--- src/rtl/arm_ctrl_pkg.sv ---
`default_nettype none
// ============================================================================
// Module   : arm_ctrl_pkg
// Brief    : LEGv8 control encodings, control bundle types and bubble constant.
// Revision : 1.0
// ============================================================================
package arm_ctrl_pkg;

    localparam logic [10:0] OP_LDUR     = 11'b11111000010;
    localparam logic [10:0] OP_STUR     = 11'b11111000000;
    localparam logic [10:0] OP_ADD      = 11'b10001011000;
    localparam logic [10:0] OP_SUB      = 11'b11001011000;
    localparam logic [10:0] OP_AND      = 11'b10001010000;
    localparam logic [10:0] OP_ORR      = 11'b10101010000;
    localparam logic [10:0] OP_CBZ      = 11'b10110100000;
    localparam logic [10:0] OP_CBZ_MASK = 11'b11111111000;

    localparam logic [1:0] ALUOP_MEM    = 2'b00;
    localparam logic [1:0] ALUOP_BRANCH = 2'b01;
    localparam logic [1:0] ALUOP_RTYPE  = 2'b10;

    localparam logic [3:0] ALU_AND   = 4'b0000;
    localparam logic [3:0] ALU_ORR   = 4'b0001;
    localparam logic [3:0] ALU_ADD   = 4'b0010;
    localparam logic [3:0] ALU_SUB   = 4'b0110;
    localparam logic [3:0] ALU_PASSB = 4'b0111;

    typedef struct packed {
        logic       reg2loc;
        logic       alusrc;
        logic [3:0] alucontrol;
        logic       memread;
        logic       memwrite;
        logic       branch;
        logic       memtoreg;
        logic       regwrite;
    } ctrl_t;

    localparam ctrl_t CTRL_BUBBLE = '0;

    // Per-stage subsets: each pipeline register carries only what its stage and later ones read.
    typedef struct packed {
        logic       alusrc;
        logic [3:0] alucontrol;
        logic       memread;
        logic       memwrite;
        logic       branch;
        logic       memtoreg;
        logic       regwrite;
    } ex_ctrl_t;

    typedef struct packed {
        logic memread;
        logic memwrite;
        logic branch;
        logic memtoreg;
        logic regwrite;
    } mem_ctrl_t;

    typedef struct packed {
        logic memtoreg;
        logic regwrite;
    } wb_ctrl_t;

endpackage
`default_nettype wire

--- src/rtl/arm_ctrl_decode.sv ---
`default_nettype none
// ============================================================================
// Module   : arm_ctrl_decode
// Brief    : Combinational main + ALU decode of the 11-bit LEGv8 opcode.
// Revision : 1.0
// ============================================================================
module arm_ctrl_decode
    import arm_ctrl_pkg::*;
(
    input  logic [10:0] i_opcode,
    output ctrl_t       o_ctrl
);

    ctrl_t      w_main;
    logic [1:0] w_aluop;
    logic       w_valid;
    logic [3:0] w_alucontrol;

    always_comb begin
        w_main  = CTRL_BUBBLE;
        w_aluop = ALUOP_MEM;
        w_valid = 1'b1;
        if (i_opcode == OP_LDUR) begin
            w_main.alusrc   = 1'b1;
            w_main.memtoreg = 1'b1;
            w_main.regwrite = 1'b1;
            w_main.memread  = 1'b1;
        end else if (i_opcode == OP_STUR) begin
            w_main.reg2loc  = 1'b1;
            w_main.alusrc   = 1'b1;
            w_main.memwrite = 1'b1;
        end else if ((i_opcode & OP_CBZ_MASK) == OP_CBZ) begin
            w_main.reg2loc  = 1'b1;
            w_main.branch   = 1'b1;
            w_aluop         = ALUOP_BRANCH;
        end else if (i_opcode == OP_ADD || i_opcode == OP_SUB ||
                     i_opcode == OP_AND || i_opcode == OP_ORR) begin
            w_main.regwrite = 1'b1;
            w_aluop         = ALUOP_RTYPE;
        end else begin
            w_valid = 1'b0;
        end
    end

    always_comb begin
        w_alucontrol = ALU_ADD;
        case (w_aluop)
            ALUOP_BRANCH: w_alucontrol = ALU_PASSB;
            ALUOP_RTYPE: begin
                case (i_opcode)
                    OP_SUB:  w_alucontrol = ALU_SUB;
                    OP_AND:  w_alucontrol = ALU_AND;
                    OP_ORR:  w_alucontrol = ALU_ORR;
                    default: w_alucontrol = ALU_ADD;
                endcase
            end
            default: w_alucontrol = ALU_ADD;
        endcase
    end

    // Unknown opcodes must give a true all-zero bubble, including the ALU field.
    always_comb begin
        o_ctrl            = w_main;
        o_ctrl.alucontrol = w_valid ? w_alucontrol : 4'b0000;
    end

endmodule
`default_nettype wire

--- src/rtl/pipe_controller.sv ---
`default_nettype none
// ============================================================================
// Module   : pipe_controller
// Brief    : Pipelined LEGv8 control with load-use stall and taken-branch flush.
// Revision : 1.0
// ============================================================================
module pipe_controller
    import arm_ctrl_pkg::*;
#(
    parameter bit HAZARD_EN = 1'b1,
    parameter int ZERO_REG  = 31,
    parameter int REGW      = 5
) (
    input  logic            clk,
    input  logic            reset,
    input  logic [31:0]     instr_id,
    input  logic            branch_taken_mem,
    output logic            id_reg2loc,
    output logic            stall,
    output logic            flush,
    output logic            ex_alusrc,
    output logic [3:0]      ex_alucontrol,
    output logic            mem_memread,
    output logic            mem_memwrite,
    output logic            mem_branch,
    output logic [REGW-1:0] mem_rd,
    output logic            wb_regwrite,
    output logic            wb_memtoreg,
    output logic [REGW-1:0] wb_rd
);

    localparam logic [REGW-1:0] C_ZERO_RD = REGW'(ZERO_REG);

    ctrl_t           w_id_ctrl;
    logic [REGW-1:0] w_rn, w_src2, w_id_rd;
    logic            w_uses_rn, w_uses_src2, w_load_use, w_hazard;
    logic            w_unused_bits;

    ex_ctrl_t        ex_q, ex_d;
    mem_ctrl_t       mem_q, mem_d;
    wb_ctrl_t        wb_q, wb_d;
    logic [REGW-1:0] ex_rd_q, ex_rd_d, mem_rd_q, mem_rd_d, wb_rd_q, wb_rd_d;

    arm_ctrl_decode u_decode (
        .i_opcode (instr_id[31:21]),
        .o_ctrl   (w_id_ctrl)
    );

    assign w_unused_bits = ^instr_id[15:10];

    // reg2loc is exactly "second source is Rt", so it also picks the hazard compare field.
    assign w_rn        = REGW'(instr_id[9:5]);
    assign w_src2      = w_id_ctrl.reg2loc ? REGW'(instr_id[4:0]) : REGW'(instr_id[20:16]);
    assign w_id_rd     = w_id_ctrl.regwrite ? REGW'(instr_id[4:0]) : C_ZERO_RD;
    assign w_uses_rn   = w_id_ctrl.regwrite | w_id_ctrl.memwrite;
    assign w_uses_src2 = w_id_ctrl.reg2loc | (w_id_ctrl.regwrite & ~w_id_ctrl.memread);

    assign w_load_use = ex_q.memread & (ex_rd_q != C_ZERO_RD) &
                        ((w_uses_rn & (ex_rd_q == w_rn)) | (w_uses_src2 & (ex_rd_q == w_src2)));

    generate
        if (HAZARD_EN) begin : g_hazard
            assign w_hazard = w_load_use;
        end else begin : g_no_hazard
            assign w_hazard = 1'b0;
        end
    endgenerate

    assign id_reg2loc = w_id_ctrl.reg2loc;
    assign flush      = branch_taken_mem & ~reset;
    assign stall      = w_hazard & ~flush & ~reset;

    always_comb begin
        wb_d.memtoreg  = mem_q.memtoreg;
        wb_d.regwrite  = mem_q.regwrite;
        wb_rd_d        = mem_rd_q;
        mem_d.memread  = ex_q.memread;
        mem_d.memwrite = ex_q.memwrite;
        mem_d.branch   = ex_q.branch;
        mem_d.memtoreg = ex_q.memtoreg;
        mem_d.regwrite = ex_q.regwrite;
        mem_rd_d       = ex_rd_q;
        ex_d.alusrc     = w_id_ctrl.alusrc;
        ex_d.alucontrol = w_id_ctrl.alucontrol;
        ex_d.memread    = w_id_ctrl.memread;
        ex_d.memwrite   = w_id_ctrl.memwrite;
        ex_d.branch     = w_id_ctrl.branch;
        ex_d.memtoreg   = w_id_ctrl.memtoreg;
        ex_d.regwrite   = w_id_ctrl.regwrite;
        ex_rd_d         = w_id_rd;
        if (flush) begin
            mem_d    = '0;
            mem_rd_d = C_ZERO_RD;
            ex_d     = '0;
            ex_rd_d  = C_ZERO_RD;
        end else if (stall) begin
            ex_d    = '0;
            ex_rd_d = C_ZERO_RD;
        end
    end

    always_ff @(posedge clk) begin
        if (reset) begin
            ex_q     <= '0;
            mem_q    <= '0;
            wb_q     <= '0;
            ex_rd_q  <= C_ZERO_RD;
            mem_rd_q <= C_ZERO_RD;
            wb_rd_q  <= C_ZERO_RD;
        end else begin
            ex_q     <= ex_d;
            mem_q    <= mem_d;
            wb_q     <= wb_d;
            ex_rd_q  <= ex_rd_d;
            mem_rd_q <= mem_rd_d;
            wb_rd_q  <= wb_rd_d;
        end
    end

    assign ex_alusrc     = ex_q.alusrc;
    assign ex_alucontrol = ex_q.alucontrol;
    assign mem_memread   = mem_q.memread;
    assign mem_memwrite  = mem_q.memwrite;
    assign mem_branch    = mem_q.branch;
    assign mem_rd        = mem_rd_q;
    assign wb_regwrite   = wb_q.regwrite;
    assign wb_memtoreg   = wb_q.memtoreg;
    assign wb_rd         = wb_rd_q;

endmodule
`default_nettype wire

--- config.mk ---
export PLATFORM = sky130hd
export DESIGN_NAME = pipe_controller
export DESIGN_NICKNAME = d
export VERILOG_FILES = /design/src/rtl/arm_ctrl_pkg.sv /design/src/rtl/arm_ctrl_decode.sv /design/src/rtl/pipe_controller.sv
export SDC_FILE = /design/constraint.sdc
export NUM_CORES = 1
export LEC_CHECK = 0
export BUFFER_PORTS_ARGS = -buffer_cell sky130_fd_sc_hd__buf_2
export CAP_MARGIN = 10
export CORE_UTILIZATION = 50
export DETAILED_ROUTE_END_ITERATION = 10
export PLACE_DENSITY = 0.87
export SETUP_SLACK_MARGIN = 0.15
export SLEW_MARGIN = 10
export SYNTH_ARGS = -nofsm -noshare
export SYNTH_HDL_FRONTEND = slang
export SYNTH_SLANG_ARGS = --single-unit
--- constraint.sdc ---
create_clock -name clk -period 5.3 [get_ports clk]
set_input_delay 1.06 -clock clk [delete_from_list [all_inputs] [get_ports clk]]
set_output_delay 1.06 -clock clk [all_outputs]
set_load 0.005 [all_outputs]
==> results of run 1 <==
-- layer usage --
metal	part of all wire	GRT usage
met5	0	0
met4	0.0099	0.1068
met3	0.078	0.07500
met2	0.51	0.3760
met1	0.40	0.2467
-- worst paths after layout --
kind,startpoint,to,slack [ns],cells after the start
max,instr_id[30],stall,1.38,8
min,ex_q[2],mem_branch,0.43,1
max reg2reg,ex_rd_q[3],ex_alucontrol[2],3.11,6
min reg2reg,ex_q[2],mem_branch,0.43,1
-- logic make-up (layout without fill, tap and decap cells) --
kind of cell | Yosys count | count (layout) | share of synthesized area
DFF | 29 | 29 | 0.4218
xor gates and xnor gates | 13 | 13 | 0.08273
other | 1 | 1 | 0.002725
adders and majority gates | 2 | 2 | 0.01818
buffers and inverters | 11 | 62 | 0.04726
and+or+nand+nor | 66 | 66 | 0.3091
AOI/OAI and AO/OA | 18 | 18 | 0.1109
muxes | 1 | 1 | 0.007273
-- cell type report --
| type | count | area share |
|---|---|---|
| well taps | 30 | 0.02229 |
| inverters | 4 | 0.008915 |
| flip-flops and latches | 29 | 0.3447 |
| clock buffers | 7 | 0.03863 |
| multi-input cells | 101 | 0.4339 |
| repair buffers | 50 | 0.1486 |
| clock inverters | 1 | 0.002972 |
-- per-stage QoR --
| stage | cell area [sq um] | total power (uW) | cells |
|---|---|---|---|
| after floorplan | 1376 | 239.0 | 141 |
| after CTS | 1684 | 407.1 | 222 |
| after global routing | 1684 | 421.5 | 222 |
| after detailed placement | 1614 | 256.2 | 214 |
| final | 1684 | 403.1 | 222 |
| after global placement | 1614 | 255.1 | 214 |
-- power by group through the flow --
stage               Combinational (uW)  Clock (uW)  Sequential (uW)
floorplan                         16.1           0              223
global placement                  32.3           0              223
detailed placement                33.3           0              223
CTS                               33.4         156              218
global route                      37.0         167              218
finish                            33.6         152              218
-- critical path: stages --
cell and delay, ns:
buf_2 0.13, nor4b_2 0.45, a21oi_2 0.07, a2111oi_1 0.43, o22ai_2 0.17, a21o_1 0.18, a211oi_1 0.22, buf_2 0.16
-- registers in the layout, summed over array words and instances, names as in the netlist --
name	flops
ex_q	4
wb_memtoreg	1
wb_regwrite	1
ex_alucontrol	3
mem_q	2
mem_rd	5
ex_alusrc	1
mem_memwrite	1
ex_rd_q	5
wb_rd	5
mem_branch	1
-- synth_stat cells, types with 2 or more instances --
cell / number / area (sq um)
a211oi_1: 2 / 15.01
xnor2_1: 10 / 87.58
ha_1: 2 / 25.02
o21ai_0: 2 / 10.01
nand3_1: 2 / 10.01
nor4_1: 3 / 18.77
nor2b_1: 7 / 43.79
nor3_1: 5 / 25.02
xor2_1: 3 / 26.28
nand4b_1: 2 / 17.52
nand4_1: 3 / 18.77
or4_1: 5 / 37.54
dfxtp_1: 29 / 580.6
buf_4: 4 / 30.03
and2_1: 4 / 25.02
inv_1: 3 / 11.26
or2_2: 6 / 37.54
or3_1: 3 / 18.77
nor2_1: 8 / 30.03
nand2_1: 6 / 22.52
a41oi_1: 2 / 17.52
nor4b_1: 2 / 17.52
==> flow_summary.yaml, run 1 <==
global_routing:
  grt_pass1_wl_microns: 4540
  grt_pass1_vias: 1059
  grt-ovfl-total: 0
  grt_max_degree: 14
  globalRouteTotalUtil: 0.2220
  antenna_found_initial: 0
power_and_ir_drop:
  p_clk_frac: 0.376
  p_leak_uw: 0.0006883
  p_int_uw: 310.0
  p_sw_uw: 93.14
  power_frac_comb: 0.083
  p_per_area_nw_per_um2: 239.4
  seqPwrFrac: 0.540
  irDropWorstVdd_v: 0.0002164
  swShare: 0.2311
outcome:
  status: "finished clean"
finish:
  layout_commonest_cell: "buf_2"
  fin_nets: 228
  final_cell_mix: "buf_2 (50), dfxtp_1 (29), xnor2_1 (10)"
  n_antenna_cell: 0
  final.fill_count: 224
  syn_to_final_growth_pct: 22.36
  regArea_sq_um: 580.6
  layout-drive-gt1-share: 0.3906
  multi_input_comb_area_sq_um: 730.7
  final_util: 0.6618
yosys:
  synthFlopType: "dfxtp_1"
  synth_edf_count: 0
  synth_cells: 141
  yosysSeqAreaShare: 0.4218
  synth_area_sq_um: 1376
  avgSynthCellArea_sq_um: 9.761
  synth-seq-cells: 29
  yosysWarnings: 0
  async_flop_share: 0
  syn_nets: 178
  ys_types: 50
critical_path:
  startpoint_type: "input pin"
  worstSetupPathType: "input pin to output port"
  crit_path_max_fanout: 5
  worst_setup_path_end_kind: "output port"
  worstPathRequired_ns: 4.24
  worstPathArrival_ns: 2.86
timing:
  layout_setup_ws_ns: 1.381
  totalNegativeSetupSlack_ns: 0
  fin_crit_sh: 0.7395
  fin_crit_ns: 3.919
  fmaxAchievable_mhz: 255.1
  finalHoldViolations: 0
  rsz0062_at_grt: "no"
  worst_slew_pin_slew_ns: 0.7341
  finClkSkew_ns: 0.004677
  hold_slack_ns: 0.4334
  maxSlewViolCount: 0
  setup_viol: 0
  slew_headroom: 0.5073
place:
  dpl.hpwl_microns: 2250
  gp_congestion: 0.9109
  port_buffers: 50
  pre_cts_ws_ns: 1.386
cts:
  cts_tree: "built"
  cts_buffers: 5
  cts_setup_buffers: 0
  clockBufferDepth: 2
  clockRootBuffer: "clkbuf_4"
  clkTransAtPathRegs_ns: 0.09
  cts_resized: 0
  h-tree-depth: 2
  insertion_delay_ns: 0.33
  cts_sinks: 29
  cts_hold_buf: 0
routing:
  postRouteAntennaNets: 0
  via_per_inst: 5.509
  routedWlPerCell_microns: 12.69
  drcViolationCount: 0
  vias: 1223
  first_iter_violations: 29
  drt_wl_total_microns: 2818
  firstDrtPassIters: 4
floorplan:
  core_sq_um: 2545
  die_height_microns: 54.47
  pin_count: 58
  start_util: 0.5408
  dieWidth_microns: 54.47
  row_count: 18
  die_area_sq_um: 2966
run:
  drv_cap: 0
hold_path:
  hold_class: "register to register"
No activity file was read; power rests on OpenSTA's default activity.
==> run 2, diff against run 1 <==
--- a/config.mk
+++ b/config.mk
@@ -7,9 +7,9 @@
 export LEC_CHECK = 0
 export BUFFER_PORTS_ARGS = -buffer_cell sky130_fd_sc_hd__buf_2
 export CAP_MARGIN = 10
-export CORE_UTILIZATION = 50
+export CORE_UTILIZATION = 42
 export DETAILED_ROUTE_END_ITERATION = 10
-export PLACE_DENSITY = 0.87
+export PLACE_DENSITY = 0.78
 export SETUP_SLACK_MARGIN = 0.15
 export SLEW_MARGIN = 10
 export SYNTH_ARGS = -nofsm -noshare
==> constraint.sdc (replaced) <==
create_clock -name clk -period 3.3 [get_ports clk]
set_input_delay 0.66 -clock clk [delete_from_list [all_inputs] [get_ports clk]]
set_output_delay 0.66 -clock clk [all_outputs]
set_load 0.005 [all_outputs]
==> flow_summary.yaml, run 2 (synthesis results as in run 1) <==
outcome:
  status: "finished clean"
cts:
  cts_tree: "built"
  cts_setup_buffers: 0
  clkTransAtPathRegs_ns: 0.08
  cts_resized: 0
  cts_buffers: 5
  cts_hold_buf: 0
  cts_sinks: 29
  insertion_delay_ns: 0.33
  h-tree-depth: 2
  clockBufferDepth: 2
  clockRootBuffer: "clkbuf_4"
floorplan:
  die_height_microns: 59.25
  die_area_sq_um: 3510
  dieWidth_microns: 59.25
  core_sq_um: 3078
  pin_count: 58
  start_util: 0.4472
  row_count: 20
timing:
  totalNegativeSetupSlack_ns: 0
  maxSlewViolCount: 0
  finalHoldViolations: 0
  fin_crit_ns: 2.940
  slew_headroom: 0.5484
  rsz0062_at_grt: "no"
  setup_viol: 0
  worst_slew_pin_slew_ns: 0.6761
  fmaxAchievable_mhz: 340.1
  fin_crit_sh: 0.8909
  finClkSkew_ns: 0.01790
critical_path:
  crit_buf_inv: 2
  worstPathRequired_ns: 2.64
  startpoint_type: "input pin"
  cp.depth: 8
  startpoint: "instr_id[30]"
  crit_path_max_fanout: 5
  slowest_stage: "nor4b_2"
  reg2reg_depth: 6
  cp_cell_sequence: "buf_2 > nor4b_2 > a21oi_2 > a2111oi_2 > o22ai_2 > a21o_1 > a211oi_1 > buf_2"
  critPathTopFamily: "compound AO/OA/AOI/OAI gates"
  worstSetupPathType: "input pin to output port"
  reg2reg_from: "ex_rd_q[3]"
  worstPathArrival_ns: 2.28
  critical_path.endpoint: "stall"
  rr_endpoint: "ex_alucontrol[1]"
  worst_setup_path_end_kind: "output port"
  cpPeakStageDelay_ns: 0.38
  cp_common_cell: "buf_2"
  reg2reg_slack_ns: 1.18
finish:
  final_cell_mix: "buf_2 (50), dfxtp_1 (29), xnor2_1 (10)"
  layout-drive-gt1-share: 0.3938
  layout_commonest_cell: "buf_2"
  layout.cells.non_filler: 237
  multi_input_comb_area_sq_um: 735.7
  regArea_sq_um: 580.6
  final.fill_count: 298
  n_antenna_cell: 0
  fin_nets: 230
  syn_to_final_growth_pct: 24.00
place:
  dpl.hpwl_microns: 2226
  place_inst: 230
  gp_congestion: 0.9780
  port_buffers: 50
power_and_ir_drop:
  p_leak_uw: 0.0006886
  p_per_area_nw_per_um2: 362.0
  irDropWorstVdd_v: 0.0001501
  p_total_uw: 617.8
global_routing:
  grt_pass1_wl_microns: 4712
  grt_max_degree: 14
  grt_pass1_vias: 1115
  antenna_found_initial: 0
  grt-ovfl-total: 0
  globalRouteTotalUtil: 0.1824
routing:
  postRouteAntennaNets: 0
  routedWlPerCell_microns: 11.72
  vias: 1212
  via_per_inst: 5.114
  first_iter_violations: 27
  drcViolationCount: 0
  drt_wl_total_microns: 2777
  firstDrtPassIters: 4
run:
  drv_cap: 0
hold_path:
  hold_class: "register to register"
==> run 2: changes by cell type in the layout (fill, tap and decap cells not counted) <==
cell / previous run / this run
a2111oi_2: 0 / 1
buf_4: 0 / 2
a2111oi_1: 1 / 0
clkbuf_1: 0 / 1
clkbuf_8: 2 / 1
clkinv_2: 1 / 0
==> run 2: layout make-up <==
type                       instances  share of cell area
tap                               44             0.03226
sequential                        29              0.3402
inverter                           4            0.008798
timing repair buffer              52              0.1554
clock buffer                       7             0.03226
multi-input combinational        101              0.4311
==> run 2: layer usage <==
layer / wire length, microns / GRT usage / up-vias
li1: - / - / 611
met1: 1216 / 0.2138 / 551
met2: 1353 / 0.3034 / 44
met3: 145 / 0.05240 / 6
met4: 62 / 0.08844 / 0
met5: 0 / 0 / -
==> run 2: metrics by stage <==
stage / util / worst slack, ns / cell area, sq um / hold WS [ns]
2_1_floorplan: - / 0.6520 / 1376 / 0.4057
3_3_place_gp: 0.5350 / 0.2982 / 1647 / 0.4113
3_5_place_dp: 0.5350 / 0.2600 / 1647 / 0.4143
4_1_cts: 0.5528 / 0.2590 / 1702 / 0.4321
5_1_grt: 0.5545 / 0.2528 / 1707 / 0.4498
6_report: 0.5545 / 0.3600 / 1707 / 0.4269
==> run 2: worst min path at each step <==
stage / start / end / slack (ns) / depth (start not counted)
6_report: ex_q[3] / mem_memwrite / 0.43 / 1
5_1_grt: ex_q[3] / mem_memwrite / 0.45 / 1
4_1_cts: ex_q[3] / mem_memwrite / 0.43 / 1
3_5_place_dp: ex_q[3] / mem_memwrite / 0.41 / 1
3_3_place_gp: ex_q[0] / mem_q[0] / 0.41 / 1
2_1_floorplan: ex_q[2] / mem_branch / 0.41 / 1
==> run 2: worst register-to-register path, cell delays in order (launching register included) <==
cell	delay (ns)
dfxtp_1	0.38
xnor2_1	0.27
nand4_1	0.12
a221oi_1	0.35
o22ai_2	0.13
a211oi_2	0.56
nor4_1	0.15
==> run 2: power by group <==
| part | leakage (uW) | switching [uW] | internal [uW] | total (uW) |
|---|---|---|---|---|
| clock network | 0.0000314 | 112 | 100 | 212 |
| registers | 0.000234 | 0.0555 | 350 | 350 |
| logic | 0.000423 | 29.8 | 26.1 | 55.8 |
==> run 3, diff against run 2 <==
--- a/config.mk
+++ b/config.mk
@@ -7,9 +7,12 @@
 export LEC_CHECK = 0
 export BUFFER_PORTS_ARGS = -buffer_cell sky130_fd_sc_hd__buf_2
 export CAP_MARGIN = 10
-export CORE_UTILIZATION = 42
+export CELL_PAD_IN_SITES_DETAIL_PLACEMENT = 0
+export CELL_PAD_IN_SITES_GLOBAL_PLACEMENT = 2
+export CORE_ASPECT_RATIO = 0.7
+export CORE_UTILIZATION = 24
 export DETAILED_ROUTE_END_ITERATION = 10
-export PLACE_DENSITY = 0.78
+export PLACE_DENSITY = 0.77
 export SETUP_SLACK_MARGIN = 0.15
 export SLEW_MARGIN = 10
 export SYNTH_ARGS = -nofsm -noshare
==> flow_summary.yaml, run 3 (synthesis results as in run 1) <==
outcome:
  status: "finished clean"
hold_path:
  hold_class: "register to register"
critical_path:
  startpoint_type: "input pin"
  worstPathArrival_ns: 2.33
  worst_setup_path_end_kind: "output port"
  crit_path_max_fanout: 5
  worstPathRequired_ns: 2.64
  worstSetupPathType: "input pin to output port"
power_and_ir_drop:
  swShare: 0.2419
  p_int_uw: 521.2
  seqPwrFrac: 0.509
  p_sw_uw: 166.3
  p_total_uw: 687.5
  p_per_area_nw_per_um2: 384.5
  power_frac_comb: 0.083
  p_leak_uw: 0.0007119
  p_clk_frac: 0.408
  irDropWorstVdd_v: 0.0001476
floorplan:
  die_height_microns: 65.36
  pin_count: 58
  start_util: 0.2564
  dieWidth_microns: 92.51
  row_count: 22
  die_area_sq_um: 6046
  core_sq_um: 5368
global_routing:
  grt_pass1_vias: 1142
  grt_pass1_wl_microns: 5554
  antenna_found_initial: 0
  globalRouteTotalUtil: 0.1189
  grt_max_degree: 14
  grt-ovfl-total: 0
place:
  pre_cts_ws_ns: 0.2480
  gp_congestion: 0.7834
  port_buffers: 50
  dpl.hpwl_microns: 2701
cts:
  h-tree-depth: 2
  insertion_delay_ns: 0.27
  clkTransAtPathRegs_ns: 0.07
  cts_hold_buf: 0
  clockBufferDepth: 2
  cts_buffers: 5
  cts_sinks: 29
  cts_tree: "built"
  clockRootBuffer: "clkbuf_8"
finish:
  n_antenna_cell: 0
  multi_input_comb_area_sq_um: 735.7
  syn_to_final_growth_pct: 29.91
  fin_nets: 232
  final_cell_mix: "buf_2 (50), dfxtp_1 (29), xnor2_1 (10)"
  layout-drive-gt1-share: 0.4082
  layout_commonest_cell: "buf_2"
  final.fill_count: 585
  regArea_sq_um: 580.6
run:
  drv_cap: 0
timing:
  setup_viol: 0
  totalNegativeSetupSlack_ns: 0
  finalHoldViolations: 0
  fin_crit_sh: 0.9068
  finClkSkew_ns: 0.002899
  fin_crit_ns: 2.993
  rsz0062_at_grt: "no"
  maxSlewViolCount: 0
  fmaxAchievable_mhz: 334.2
  layout_setup_ws_ns: 0.3074
  hold_slack_ns: 0.4303
routing:
  postRouteAntennaNets: 0
  routedWlPerCell_microns: 12.26
  drcViolationCount: 0
  vias: 1219
  firstDrtPassIters: 4
  drt_wl_total_microns: 3287
  via_per_inst: 4.549
  first_iter_violations: 35
[run 3: cell count changes in the layout (fill, tap and decap cells not counted), sizes merged]
cell / previous run / this run
clkbuf: 7 / 5
clkinv: 0 / 2
clkinvlp: 0 / 1
buf: 52 / 54
[run 3: final cells by class]
cell class | instances | area share
clock buffer | 5 | 0.03849
timing repair buffer | 54 | 0.1568
tap | 72 | 0.05039
clock inverter | 3 | 0.009797
sequential | 29 | 0.3247
inverter | 4 | 0.008398
multi-input combinational | 101 | 0.4115
[run 3: worst max-delay path, stage by stage]
cell       delay (ns)
buf_2            0.13
nor4b_2          0.35
a21oi_2          0.07
a2111oi_1        0.38
o22ai_2          0.16
a21o_1           0.19
a211oi_2         0.23
buf_2            0.16
[run 3: final timing paths]
path / to / from / slack [ns] / cells past startpoint
worst max-delay path: stall / instr_id[30] / 0.31 / 8
worst min-delay path: mem_q[0] / ex_q[0] / 0.43 / 1
worst min register to register: mem_q[0] / ex_q[0] / 0.43 / 1
worst max register to register: ex_rd_q[1] / ex_rd_q[3] / 1.32 / 7
[run 3: power groups by stage]
stage                     logic (uW)  clock network (uW)  registers [uW]
after floorplan                 25.9                   0             358
after global placement          57.0                   0             358
after detailed placement        56.8                   0             358
after CTS                       57.2                 292             350
after global routing            63.8                 308             350
final                           56.9                 280             350
[run 3: timing repair]
item,in CTS,in global routing
setup endpoints to repair,0,1
resized for setup,0,1
buffers inserted,0,0
[run 3: per-layer routing]
| layer | track usage | up-vias | share of wire |
|---|---|---|---|
| met5 | 0 | - | 0 |
| met4 | 0.02344 | 0 | 0.0012 |
| met3 | 0.03935 | 3 | 0.071 |
| met2 | 0.1713 | 49 | 0.40 |
| met1 | 0.1710 | 551 | 0.53 |
| li1 | - | 616 | - |
[run 3: metrics by stage]
stage | cell area [sq um] | std cells | util
3_3_place_gp | 1697 | 260 | 0.3161
5_1_grt | 1788 | 268 | 0.3331
4_1_cts | 1783 | 268 | 0.3322
2_1_floorplan | 1376 | 141 | -
6_report | 1788 | 268 | 0.3331
3_5_place_dp | 1697 | 260 | 0.3161
